===== config.mk =====
export PLATFORM = sky130hd
export DESIGN_NAME = port_out_hs_flat
export DESIGN_NICKNAME = d
export VERILOG_FILES = /design/src/rtl/port_out_hs_if.sv /design/src/rtl/port_out_hs.sv /design/src/flat_wrapper.sv
export SDC_FILE = /design/constraint.sdc
export NUM_CORES = 1
export LEC_CHECK = 0
export CAP_MARGIN = 20
export CORE_AREA = 2 2 39 41
export CTS_CLUSTER_SIZE = 12
export DETAILED_ROUTE_END_ITERATION = 8
export DIE_AREA = 0 0 41 43
export PLACE_DENSITY = 0.81
export SYNTH_ARGS = -nofsm -noshare
export SYNTH_HDL_FRONTEND = slang
export SYNTH_SLANG_ARGS = --single-unit
export TNS_END_PERCENT = 30

===== constraint.sdc =====
create_clock -name clk -period 2.25 [get_ports clk]
set_clock_uncertainty 0.05 [all_clocks]
set_input_delay 0.5625 -clock clk [delete_from_list [all_inputs] [get_ports clk]]
set_output_delay 0.5625 -clock clk [all_outputs]
set_load 0.1 [all_outputs]

===== src/rtl/port_out_hs_if.sv =====
// Bus/handshake bundle for port_out_hs: CPU write side plus peripheral pins.
// The CPU/bench drives through master; the port block itself uses slave.
interface port_out_hs_if #(
    parameter int unsigned WIDTH = 8
);
    logic             mode;
    logic             inte;
    logic             ld_n;
    logic [WIDTH-1:0] din;
    logic             ack_n;
    logic [WIDTH-1:0] dout;
    logic             obf_n;
    logic             intr;

    modport master (
        output mode, inte, ld_n, din, ack_n,
        input  dout, obf_n, intr
    );

    modport slave (
        input  mode, inte, ld_n, din, ack_n,
        output dout, obf_n, intr
    );
endinterface


===== src/rtl/port_out_hs.sv =====
// Output port with basic latched mode and a strobed mode that uses an OBF/ACK
// handshake and an acknowledge-driven interrupt.
module port_out_hs #(
    parameter int unsigned      WIDTH     = 8,
    parameter logic [WIDTH-1:0] RESET_VAL = '0
) (
    input logic          clk,
    input logic          reset,
    port_out_hs_if.slave bus
);
    typedef enum logic {
        IDLE = 1'b0,
        FULL = 1'b1
    } hs_state_t;

    hs_state_t        state;
    hs_state_t        state_next;
    logic             intr_q;
    logic             intr_next;
    logic [WIDTH-1:0] dout_q;
    logic             s1;
    logic             s2;
    logic             s3;
    logic             load;
    logic             ack_fall;
    logic             ack_rise;

    assign load     = ~bus.ld_n;
    assign ack_fall = ~s2 & s3;
    assign ack_rise = s2 & ~s3;

    always_ff @(posedge clk or posedge reset) begin
        if (reset) begin
            dout_q <= RESET_VAL;
        end else if (load) begin
            dout_q <= bus.din;
        end
    end

    // s1/s2 resolve metastability on the asynchronous ack_n; s3 only delays for edge detection.
    always_ff @(posedge clk or posedge reset) begin
        if (reset) begin
            s1 <= 1'b1;
            s2 <= 1'b1;
            s3 <= 1'b1;
        end else begin
            s1 <= bus.ack_n;
            s2 <= s1;
            s3 <= s2;
        end
    end

    always_ff @(posedge clk or posedge reset) begin
        if (reset) begin
            state  <= IDLE;
            intr_q <= 1'b0;
        end else begin
            state  <= state_next;
            intr_q <= intr_next;
        end
    end

    always_comb begin
        state_next = state;
        intr_next  = intr_q;
        if (!bus.mode) begin
            state_next = IDLE;
            intr_next  = 1'b0;
        end else begin
            // A write outranks a simultaneous acknowledge, which is then lost.
            if (load) begin
                state_next = FULL;
            end else if (ack_fall) begin
                state_next = IDLE;
            end

            // Clear (write or interrupt disable) outranks set.
            if (load || !bus.inte) begin
                intr_next = 1'b0;
            end else if (ack_rise && state == IDLE) begin
                intr_next = 1'b1;
            end
        end
    end

    assign bus.dout  = dout_q;
    assign bus.obf_n = (state == IDLE);
    assign bus.intr  = intr_q;
endmodule


===== src/flat_wrapper.sv =====
// flat-port wrapper written by rule: the top's interface ports become plain ports
module port_out_hs_flat 
#(
    parameter int unsigned      WIDTH     = 8,
    parameter logic [WIDTH-1:0] RESET_VAL = '0
)
  (clk, reset, bus_mode, bus_inte, bus_ld_n, bus_din, bus_ack_n, bus_dout, bus_obf_n, bus_intr);
  port_out_hs_if #(.WIDTH(WIDTH)) bus_i ();
  input logic clk;
  input logic reset;
  input wire logic [$bits(bus_i.mode)-1:0] bus_mode;
  input wire logic [$bits(bus_i.inte)-1:0] bus_inte;
  input wire logic [$bits(bus_i.ld_n)-1:0] bus_ld_n;
  input wire logic [$bits(bus_i.din)-1:0] bus_din;
  input wire logic [$bits(bus_i.ack_n)-1:0] bus_ack_n;
  output wire logic [$bits(bus_i.dout)-1:0] bus_dout;
  output wire logic [$bits(bus_i.obf_n)-1:0] bus_obf_n;
  output wire logic [$bits(bus_i.intr)-1:0] bus_intr;
  assign bus_i.mode = bus_mode;
  assign bus_i.inte = bus_inte;
  assign bus_i.ld_n = bus_ld_n;
  assign bus_i.din = bus_din;
  assign bus_i.ack_n = bus_ack_n;
  assign bus_dout = bus_i.dout;
  assign bus_obf_n = bus_i.obf_n;
  assign bus_intr = bus_i.intr;
  port_out_hs #(.WIDTH(WIDTH), .RESET_VAL(RESET_VAL)) u_core (.clk(clk), .reset(reset), .bus(bus_i));
endmodule

### After elaboration in Yosys (flattened, before gate mapping)

Cells that the tools add are included.

| storage, ports and cells | value |
|---|---|
| register bits after elaboration | 13 |
| input bits | 14 |
| word-level logic and storage cells | 23 |
| output and inout bits | 10 |

| operators by class | value |
|---|---|
| multiplexer cells | 6 |
| bitwise logic cells | 6 |
| equality and inequality tests | 2 |
| reduce and logical (&&, ||, !) cells | 3 |

Operators with widths:

| kind | count |
|---|---|
| $mux 1 | 6 |
| $not 1->1 | 4 |
| $ne 3x1->1 const B | 1 |
| $ne 3x2->1 const B | 1 |
| $and 1x1->1 | 2 |
| $logic_and 1x1->1 | 1 |
| $logic_not 1->1 | 1 |
| $logic_or 1x1->1 | 1 |

### Logic depth before layout (Yosys ltp)

| depth | value |
|---|---|
| depth in word-level cells | 6 |
| mapped depth | 3 |
| mapped depth without buffers | 3 |

### Least setup slack after synthesis

OpenSTA, ideal clock, no wires.

| timing path | value |
|---|---|
| path type | register to output |
| from | register u_core.state |
| to | output bus_obf_n |
| arrival | 0.950 ns |
| stages on the path, launching flop included | 2 |
| buffers on the path | 0 |
| required time | 1.637 ns |
| path slack | 0.687 ns |
| cell sequence | dfrtp_1 inv_1 |

| between the ends | value |
|---|---|
| longest elaborated chain between the ends | 1 |

RTL lines:

| what | line | source |
|---|---|---|
| start: declaration | port_out_hs.sv:16 | `hs_state_t state;` |
| start signal: assignment | port_out_hs.sv:58 | `state <= state_next;` |
| $not 1->1 | port_out_hs.sv:87 | `assign bus.obf_n = (state == IDLE);` |
| end: declaration | flat_wrapper.sv:17 | `output wire logic [$bits(bus_i.obf_n)-1:0] bus_obf_n;` |

Every way passes these cells.

### Final worst setup path

Same ends and word-level chain as after synthesis.

==> run_results.csv <==
group,metric,value,unit
global_routing,grt_max_degree,14,
clock_tree,cts_resized,0,
clock_tree,path_clk_slew,0.07,ns
critical_path,critical_path.max_stage_delay,0.38,ns
timing,maxSlewViolCount,0,
floorplanning,die_y,43,um
status,outcome,"complete, no violations",
global_routing,grt-busiest-layer,"met2",
critical_path,rrSetupSlack,1.18,ns
placement,gp_congestion,0.593,
clock_tree,cts_buffers,3,
route,via_per_inst,4.38,
final_layout,nets,70,
worst_hold_path,holdCritPathClass,"reg2reg",
timing,relSlewSlack,68.5,%
timing,min_period,1.60,ns
floorplanning,die_w,41,um
final_layout,antennaDiodeCount,0,
global_routing,grt_pass1_vias,338,
critical_path,ff2ff_path_depth,3,
critical_path,crit_end,"bus_obf_n",
clock_tree,postCtsHoldBufs,0,
clock_tree,post_cts.repair.setup_buffers,0,
clock_tree,clk_path_buf_depth,2,
power,p_leak,0.000327,uW
global_routing,grt-ovfl-total,0,
critical_path,cp_slowest_cell,"dfrtp_1",
critical_path,arrival,0.99,ns
yosys,synth_top_area_cell,"dfrtp_1",
yosys,synthTopCellsByArea,"dfrtp_1 (53%), mux2_2 (19%), dfstp_2 (17%), buf_6 (2.4%), inv_1 (2.4%)",
critical_path,critPathLaunch,"u_core.state$_DFFE_PP0P_",
final_layout,fillers,136,
floorplanning,floorplan.initialDensity,34.1,%
clock_tree,cts_tree,"built",
timing,finalHoldViolCount,0,
route,ant_nets,0,
placement,io_buffer_count,23,
critical_path,worst-path-max-fanout,2,
critical_path,worstSetupStartpointType,"flop",
route,wl_per_cell,11.6,um
critical_path,reg2reg_from,"u_core.s3$_DFF_PP1_",
power,ir_worst_vdd,0.000396,V
floorplanning,die_area,1760,um^2
floorplanning,ioPinCount,24,
yosys,synth_seq_cells,13,
timing,max_freq,624,MHz
global_routing,grt_use_met3,2.62,%
timing,whs,0.313,ns
critical_path,r2r_end,"u_core.bus.intr$_DFFE_PP0P_",
timing,rsz0062_at_grt,"false",
route,totalWireLength,824,um
timing,max_slew.worst_pin.slew,0.472,ns
clock_tree,cts_root_buf,"clkbuf_4",
power,cellPowerDensity,835,nW/um^2
global_routing,antenna_found_initial,0,
clock_tree,cts-htree-levels,1,
route,num_vias,311,
final_layout,finish.utilization,51.4,%
yosys,syn_area,472,um^2
timing,setup_viol,0,
yosys,avgSynthCellArea,16.3,um^2
floorplanning,design.core.area,1380,um^2
clock_tree,worstSkewPairLatency,0.26,ns
yosys,synth_cells,29,
timing,tns,0,ns
yosys,yosys_warnings,0,
yosys,synth_seq_area_share,69.8,%
final_layout,area_delta_synth_final,50.9,%
critical_path,crit_path_cell_trace,"inv_1, buf_4",
global_routing,use_met1,10.3,%
route,drt-pass1-iter-count,2,
critical_path,cp-end-kind,"primary output",
critical_path,crit_type,"reg2out",
global_routing,grt_pass1_wl,1260,um
route,drc,0,
yosys,synth_nets,43,
timing,period_share,71.2,%
global_routing,grt_use_total,10.8,%
yosys,synth_top_area_share,53.1,%
run,cap_violations,0,
yosys,yosysUniqueCellTypes,9,
floorplanning,row_count,14,
critical_path,worstPathRequired,1.64,ns
global_routing,use_met2,18.4,%
route,dr.first_iter.drc_count,1,
final_layout,drive_above_1_share,43.6,%
clock_tree,cts.sinks,13,
==> worst max-delay path, delay by kind of cell, from the launching register on <==
kind | cells | cell delay, ns
buf+inv | 2 | 0.34
flops | 1 | 0.38
==> cell type report <==
cell class                 count  area [um^2]  area share, %
tap                           16         20.0           2.81
clock buffer                   4         26.3           3.69
sequential                    13          329           46.2
multi-input combinational     12          120           16.9
timing repair buffer          23          205           28.8
inverter                       3         11.3           1.58
==> sequential cells by signal, indices dropped and copies added, names as in the netlist <==
name / cells
u_core.bus.dout: 8
u_core.bus.intr: 1
u_core.state: 1
u_core.s1: 1
u_core.s3: 1
u_core.s2: 1
==> routing by layer <==
layer | wire length (um) | vias to the layer above
li1 | - | 148
met1 | 314 | 148
met2 | 427 | 13
met3 | 76 | 2
met4 | 5 | 0
met5 | 0 | -
==> where the power goes <==
part | internal [uW] | switching (uW) | total [uW]
Sequential | 254 | 8.70 | 263
Combinational | 54.0 | 142 | 196
Clock | 68.5 | 67.5 | 136
Total | 377 | 218 | 595
==> synth_stat cells, drive strengths merged <==
master and instances:
o21ai 1, dfstp 3, a21boi 1, buf 1, dfrtp 10, and3 1, inv 3, mux2 8
o2111a 1
==> stage by stage <==
| step | setup WS, ns | power (uW) | instances | area, um^2 |
|---|---|---|---|---|
| 6_report | 0.648 | 595 | 71 | 712 |
| 5_1_grt | 0.596 | 620 | 71 | 712 |
| 4_1_cts | 0.628 | 604 | 71 | 712 |
| 3_5_place_dp | 0.377 | 465 | 67 | 686 |
| 3_3_place_gp | 0.408 | 462 | 67 | 686 |
| 2_1_floorplan | 0.687 | 410 | 29 | 472 |
==> logic make-up (layout without fill, tap and decap cells) <==
kind of cell | after synthesis | count (layout) | synth area share (%)
muxes | 8 | 8 | 19.1
and+or+nand+nor | 1 | 1 | 1.33
buffers and inverters | 4 | 30 | 4.77
DFF | 13 | 13 | 69.8
AOI/OAI and AO/OA | 3 | 3 | 5.04
==> worst min path at each step <==
stage	startpoint	to	slack (ns)	cells past startpoint
2_1_floorplan	u_core.s1$_DFF_PP1_	u_core.s2$_DFF_PP1_	0.30	0
3_3_place_gp	u_core.s1$_DFF_PP1_	u_core.s2$_DFF_PP1_	0.30	0
3_5_place_dp	u_core.s1$_DFF_PP1_	u_core.s2$_DFF_PP1_	0.30	0
4_1_cts	u_core.s1$_DFF_PP1_	u_core.s2$_DFF_PP1_	0.31	0
5_1_grt	u_core.s1$_DFF_PP1_	u_core.s2$_DFF_PP1_	0.32	0
6_report	u_core.s1$_DFF_PP1_	u_core.s2$_DFF_PP1_	0.31	0
==> cell usage in the layout (no fill, tap or decap) <==
cell and count:
and3_1 1, buf_4 10, a21boi_0 1, o2111a_1 1, dfstp_2 3, dfrtp_1 10, clkbuf_4 3, mux2_2 8
o21ai_0 1, clkdlybuf4s50_1 13, clkbuf_1 1, inv_1 3
Power figures use the tool's default switching activity.
